### config.mk
export PLATFORM = sky130hd
export DESIGN_NAME = disp_pattern_seq
export DESIGN_NICKNAME = d
export VERILOG_FILES = /design/src/rtl/disp_pattern_seq.sv
export SDC_FILE = /design/constraint.sdc
export NUM_CORES = 1
export LEC_CHECK = 0
export CAP_MARGIN = 20
export CELL_PAD_IN_SITES_DETAIL_PLACEMENT = 0
export CELL_PAD_IN_SITES_GLOBAL_PLACEMENT = 2
export CORE_ASPECT_RATIO = 1.4
export CORE_MARGIN = 4
export CORE_UTILIZATION = 45
export CTS_CLUSTER_SIZE = 40
export DETAILED_ROUTE_END_ITERATION = 8
export PLACE_DENSITY = 0.8
export SYNTH_ARGS = -nofsm -noshare
export SYNTH_HDL_FRONTEND = slang
export SYNTH_SLANG_ARGS = --single-unit
export TNS_END_PERCENT = 50
### constraint.sdc
create_clock -name clk -period 5.7 [get_ports clk]
set_clock_uncertainty 0.05 [all_clocks]
set_input_delay 1.425 -clock clk [delete_from_list [all_inputs] [get_ports clk]]
set_output_delay 1.425 -clock clk [all_outputs]
set_load 0.01 [all_outputs]
### src/rtl/disp_pattern_seq.sv
// disp_pattern_seq
//   Pattern sequencer for segment/LED displays. A small writable pattern
//   store is stepped through at a programmable rate (one tick every
//   2**DIV_W clocks) in loop, ping-pong or one-shot order. It also supports
//   run/pause and manual single-step while paused.
//
//   Optional feature: define DISP_PATTERN_SEQ_BLANK_GAP_EN to insert one
//   blank tick period (GAP state) after every displayed entry.
//
// Ports:
//   clk      in   system clock
//   rst_n    in   asynchronous active-low reset (also clears the store)
//   wr_en    in   pattern write strobe
//   wr_addr  in   pattern write address; addresses >= PAT_LEN are ignored
//   wr_data  in   pattern data, 1 = segment lit
//   mode     in   0 loop, 1 ping-pong, 2 one-shot, 3 loop
//   run      in   1 = auto-advance on tick
//   step     in   single-cycle advance request, honoured only when run=0
//   seg_n    out  active-low segment drive (registered)
//   idx      out  current entry index
//   tick     out  one-cycle prescaler pulse
//   done     out  one-shot sequence complete
module disp_pattern_seq #(
    parameter int DIV_W   = 25,
    parameter int PAT_LEN = 8,
    parameter int SEG_W   = 14,
    parameter int IDX_W   = (PAT_LEN > 1) ? $clog2(PAT_LEN) : 1
) (
    input  logic             clk,
    input  logic             rst_n,
    input  logic             wr_en,
    input  logic [IDX_W-1:0] wr_addr,
    input  logic [SEG_W-1:0] wr_data,
    input  logic [1:0]       mode,
    input  logic             run,
    input  logic             step,
    output logic [SEG_W-1:0] seg_n,
    output logic [IDX_W-1:0] idx,
    output logic             tick,
    output logic             done
);

    localparam logic [IDX_W-1:0] LAST_IDX = IDX_W'(PAT_LEN - 1);
    localparam logic [IDX_W-1:0] ONE_IDX  = IDX_W'(1);

`ifdef DISP_PATTERN_SEQ_BLANK_GAP_EN
    typedef enum logic [1:0] {ST_SHOW = 2'd0, ST_GAP = 2'd1, ST_DONE = 2'd2} state_t;
`else
    typedef enum logic [1:0] {ST_SHOW = 2'd0, ST_DONE = 2'd2} state_t;
`endif

    state_t             state_reg, state_next;
    logic [IDX_W-1:0]   idx_reg, idx_next;
    logic               dir_down_reg, dir_down_next;
    logic [DIV_W-1:0]   div_reg;
    logic               tick_reg;
    logic               done_reg;
    logic [SEG_W-1:0]   seg_n_reg, seg_n_next;
    logic [SEG_W-1:0]   store_reg [PAT_LEN];
    logic [PAT_LEN-1:0] wr_hit;

    logic               adv;
    logic [IDX_W-1:0]   step_idx;
    logic               step_dir_down;
    logic               step_done;

    // ------------------------------------------------------------------
    // Prescaler: free-runs while run=1, parked at 0 while paused so the
    // first tick always comes a full period after run rises.
    // ------------------------------------------------------------------
    always_ff @(posedge clk or negedge rst_n) begin
        if (!rst_n) begin
            div_reg  <= '0;
            tick_reg <= 1'b0;
        end else if (run) begin
            div_reg  <= div_reg + DIV_W'(1);
            tick_reg <= (div_reg == {DIV_W{1'b1}});
        end else begin
            div_reg  <= '0;
            tick_reg <= 1'b0;
        end
    end

    assign adv = (run & tick_reg) | (~run & step);

    // ------------------------------------------------------------------
    // Pattern store. Each entry decodes its own write hit; an address past
    // the last entry matches nothing and is therefore dropped.
    // ------------------------------------------------------------------
    genvar gi;
    generate
        for (gi = 0; gi < PAT_LEN; gi++) begin : g_wr_hit
            assign wr_hit[gi] = wr_en && (wr_addr == IDX_W'(gi));
        end
    endgenerate

    always_ff @(posedge clk or negedge rst_n) begin
        if (!rst_n) begin
            for (int i = 0; i < PAT_LEN; i++) begin
                store_reg[i] <= '0;
            end
        end else begin
            for (int i = 0; i < PAT_LEN; i++) begin
                if (wr_hit[i]) begin
                    store_reg[i] <= wr_data;
                end
            end
        end
    end

    // ------------------------------------------------------------------
    // Mode step: where the index goes on the next advance. Compares are
    // against LAST_IDX so a non-power-of-2 length never overruns.
    // ------------------------------------------------------------------
    always_comb begin
        step_idx      = idx_reg;
        step_dir_down = dir_down_reg;
        step_done     = 1'b0;
        case (mode)
            2'd1: begin
                if (PAT_LEN == 1) begin
                    step_idx = '0;
                end else if (!dir_down_reg) begin
                    if (idx_reg == LAST_IDX) begin
                        step_dir_down = 1'b1;
                        step_idx      = idx_reg - ONE_IDX;
                    end else begin
                        step_idx = idx_reg + ONE_IDX;
                    end
                end else begin
                    if (idx_reg == '0) begin
                        step_dir_down = 1'b0;
                        step_idx      = idx_reg + ONE_IDX;
                    end else begin
                        step_idx = idx_reg - ONE_IDX;
                    end
                end
            end
            2'd2: begin
                // Final entry stays on screen; the FSM moves to DONE.
                if (idx_reg == LAST_IDX) begin
                    step_done = 1'b1;
                end else begin
                    step_idx = idx_reg + ONE_IDX;
                end
            end
            default: begin
                step_idx = (idx_reg == LAST_IDX) ? '0 : idx_reg + ONE_IDX;
            end
        endcase
    end

    // ------------------------------------------------------------------
    // Sequencing FSM
    // ------------------------------------------------------------------
    always_comb begin
        state_next    = state_reg;
        idx_next      = idx_reg;
        dir_down_next = dir_down_reg;
        case (state_reg)
            ST_SHOW: begin
                if (adv) begin
                    if (step_done) begin
                        // One-shot end: no trailing blank even with gaps on.
                        state_next = ST_DONE;
                    end else begin
`ifdef DISP_PATTERN_SEQ_BLANK_GAP_EN
                        state_next = ST_GAP;
`else
                        idx_next      = step_idx;
                        dir_down_next = step_dir_down;
`endif
                    end
                end
            end
`ifdef DISP_PATTERN_SEQ_BLANK_GAP_EN
            ST_GAP: begin
                if (adv) begin
                    if (step_done) begin
                        state_next = ST_DONE;
                    end else begin
                        state_next    = ST_SHOW;
                        idx_next      = step_idx;
                        dir_down_next = step_dir_down;
                    end
                end
            end
`endif
            ST_DONE: begin
                // Advances are ignored; dropping run rearms from entry 0.
                if (!run) begin
                    state_next = ST_SHOW;
                    idx_next   = '0;
                end
            end
            default: begin
                state_next = ST_SHOW;
            end
        endcase
    end

    // Output register samples the current index, so seg_n trails idx by one.
    always_comb begin
        seg_n_next = ~store_reg[idx_reg];
`ifdef DISP_PATTERN_SEQ_BLANK_GAP_EN
        if (state_reg == ST_GAP) begin
            seg_n_next = '1;
        end
`endif
    end

    always_ff @(posedge clk or negedge rst_n) begin
        if (!rst_n) begin
            state_reg    <= ST_SHOW;
            idx_reg      <= '0;
            dir_down_reg <= 1'b0;
            done_reg     <= 1'b0;
            seg_n_reg    <= '1;
        end else begin
            state_reg    <= state_next;
            idx_reg      <= idx_next;
            dir_down_reg <= dir_down_next;
            done_reg     <= (state_next == ST_DONE);
            seg_n_reg    <= seg_n_next;
        end
    end

    assign seg_n = seg_n_reg;
    assign idx   = idx_reg;
    assign tick  = tick_reg;
    assign done  = done_reg;

endmodule

==> metrics.txt <==
power share of the clock group 34.3%; fraction of layout instances using a drive strength above 1 36.7%; Synth Flop Type dfrtp_1; CTS tree built; antenna-violating nets left 0; Setup Buffers After CTS 0; top cells by area, synth dfrtp_1, mux2_2, mux4_2, dfstp_2, mux2i_1; Die Width 115 um; GP Congestion 0.783; post-DP HPWL 8960 um; Netlist cell types 49; initial DRC count 161; flop and latch count out of synthesis 159; clk sinks around 160; Hold WC Path Type reg -> reg; Post-Route Setup TNS 0 ns; maxcap violations 0; Synth top area share 50.5%; peak supply drop 228 uV; clk_lat worst skew 0.42 ns; largest net degree at the start of global routing 80; pre-CTS setup slack 1.95 ns; P&R area growth vs syn 17.8%; Sw Share 24.8%; Initial Util 46.1%; detailed-route DRC error count 0; final hold vios 0; worst path required time about 4.2 ns; Post-CTS Resized 0; Syn Area/Cell 14.5 um^2; average wire per standard cell 19.1 um; Core Region approximately 16000 um^2; Die Y between 150 and 200 um; cell area power density 416 nW/um^2; drt total wl ~14000 um; clock-pin slew on the worst setup and hold paths around 0.060 ns; # fillers 1291; Worst setup SP type flip-flop; DP Area 7830 um^2; Vias 4231; antenna cell count 0; first-pass GRT wire length 23800 um; total CTS buffers 17; crit path capture type output pin; Largest register FFs 112; num ports 43; Final Util 54.3%; Post-CTS Hold Fix Bufs 0; sequential share of power 42.7%; Synth async-reset ratio 100%; syn_nets 528; Int Pwr 0.00265 W; Slew Limit Fails 0; Post-Synthesis Cell Area roughly 7200 um^2; power share of the combinational group a little under a quarter; EDFF count, synth 0; Static Leak approximately 3.5 nW; Highest Clock Rate 292 MHz; fin cells between 700 and 800; switching power 0.000874 W; Initial DRT Pass Iterations 4; Gate Count Post-Synth between 400 and 500; leading area contributor after synthesis dfrtp_1; die area 18100 um^2; fin worst setup slack 2.28 ns; Port Buffers 42; GR Overflow Total 0; Design Area, Final 8470 um^2; Total Routing Usage GR ~17%; initial antenna violation count 0; # rows 54; Setup violations, final 0; Arrival @ worst endpoint 1.95 ns; CTS root buf clkbuf_16; final critical-path required period around 3.4 ns; Max clock buf depth 2; setup slack, reg-to-reg approximately 3.1 ns; Nets around 580; share of the yosys chip area belonging to registers between 50% and 60%; RSZ-0062 raised after global routing false; CTS HTree Levels 4; Tightest Pin Transition slightly below 1 ns; fin crit share roughly three fifths; number of synthesis warnings 0; Via density 5.61; dpl cells 722; status complete, no violations; vias in the first global route roughly 4600; Worst Path Class, Setup reg -> out; Worst Path Max Fanout 33; Rel. slew slack 35.1%
==> cell usage after synthesis (2+ instances only) <==
cell        n
buf_1       2
nor4_1      2
and4_1      4
clkbuf_1    7
nor2b_1     2
nor3b_2     2
nand2_1    18
o211ai_1    2
nor3b_1     3
o31ai_1     4
xnor2_1     2
o21ai_0    12
a31oi_1     2
and3_1      2
nand3_1     9
dfrtp_1   145
buf_2      12
nand4b_1    3
nand4_1     7
ha_1        7
mux4_2     28
a21oi_1    12
xor2_1      9
or4_1       3
mux2_2    113
nor3_1      2
and2_1      2
inv_1       8
or3_1       8
nor2_1     13
mux2i_1    16
o21a_1      3
nand2b_1    3
buf_6       2
dfstp_2    14
==> cells in the final DEF (no fill, tap or decap), drive strengths merged, types with 4 or more instances in the layout <==
cell type,Yosys,routed
dfrtp,145,145
mux2,113,113
clkdlybuf4s50,0,41
mux4,28,28
clkbuf,8,22
nand2,18,18
mux2i,16,16
dfstp,14,14
nor2,13,13
o21ai,12,12
a21oi,12,12
buf,16,12
nand3,9,9
xor2,9,9
inv,8,9
or3,8,8
nand4,8,8
ha,7,7
nor3b,5,5
and4,4,4
o31ai,4,4
bufinv,0,4
clkinv,0,4
==> logic make-up after synthesis <==
logic type	count (synthesis)	synth area share, %
flops	159	55.6
mux	157	28.7
simple gates	88	7.38
compound gates	42	3.64
buf+inv	32	2.11
xor+xnor	11	1.34
fa+ha+maj	7	1.22
other cells	1	0.0522
==> power groups by stage <==
stage	clock network, W	logic (W)	registers, W
CTS	0.00124	0.000828	0.00151
detailed placement	0	0.000826	0.00152
floorplan	0	0.000516	0.00152
finish	0.00121	0.000810	0.00150
global route	0.00129	0.000886	0.00153
global placement	0	0.000812	0.00151
==> routing by layer <==
metal,share of wire [%],GRT usage [%]
met3,2.1,3.48
met4,1.7,6.99
met5,0,0
met2,53,30.4
met1,43,20.7
==> final timing paths <==
path / startpoint / to / depth (start not counted)
worst max-delay path: idx[0] / idx[0] / 2
worst min-delay path: div_reg[0] / div_reg[0] / 1
worst max register to register: idx[0] / idx[2] / 7
worst min register to register: div_reg[0] / div_reg[0] / 1
max in group asynchronous: rst_n / seg_n[2] / 2
min in group asynchronous: rst_n / div_reg[8] / 1
==> final cells by class <==
cell class / count / area (um^2) / area share (%)
clock buffers: 22 / 484 / 5.72
clock inverters: 10 / 156 / 1.85
inverters: 8 / 30.0 / 0.354
multi-input cells: 306 / 3050 / 36.1
flip-flops and latches: 159 / 4000 / 47.2
well taps: 196 / 245 / 2.89
repair buffers: 53 / 504 / 5.95
==> critical path, cell delays in order (launching register included) <==
cell	delay, ns
dfrtp_2	0.33
buf_4	0.52
clkdlybuf4s50_1	0.66
==> metrics by stage <==
step / hold slack, ns / total power (W)
6_report: 0.429 / 0.00352
4_1_cts: 0.430 / 0.00358
3_3_place_gp: 0.420 / 0.00232
5_1_grt: 0.450 / 0.00371
2_1_floorplan: 0.389 / 0.00204
3_5_place_dp: 0.422 / 0.00235
Power figures use the tool's default switching activity.
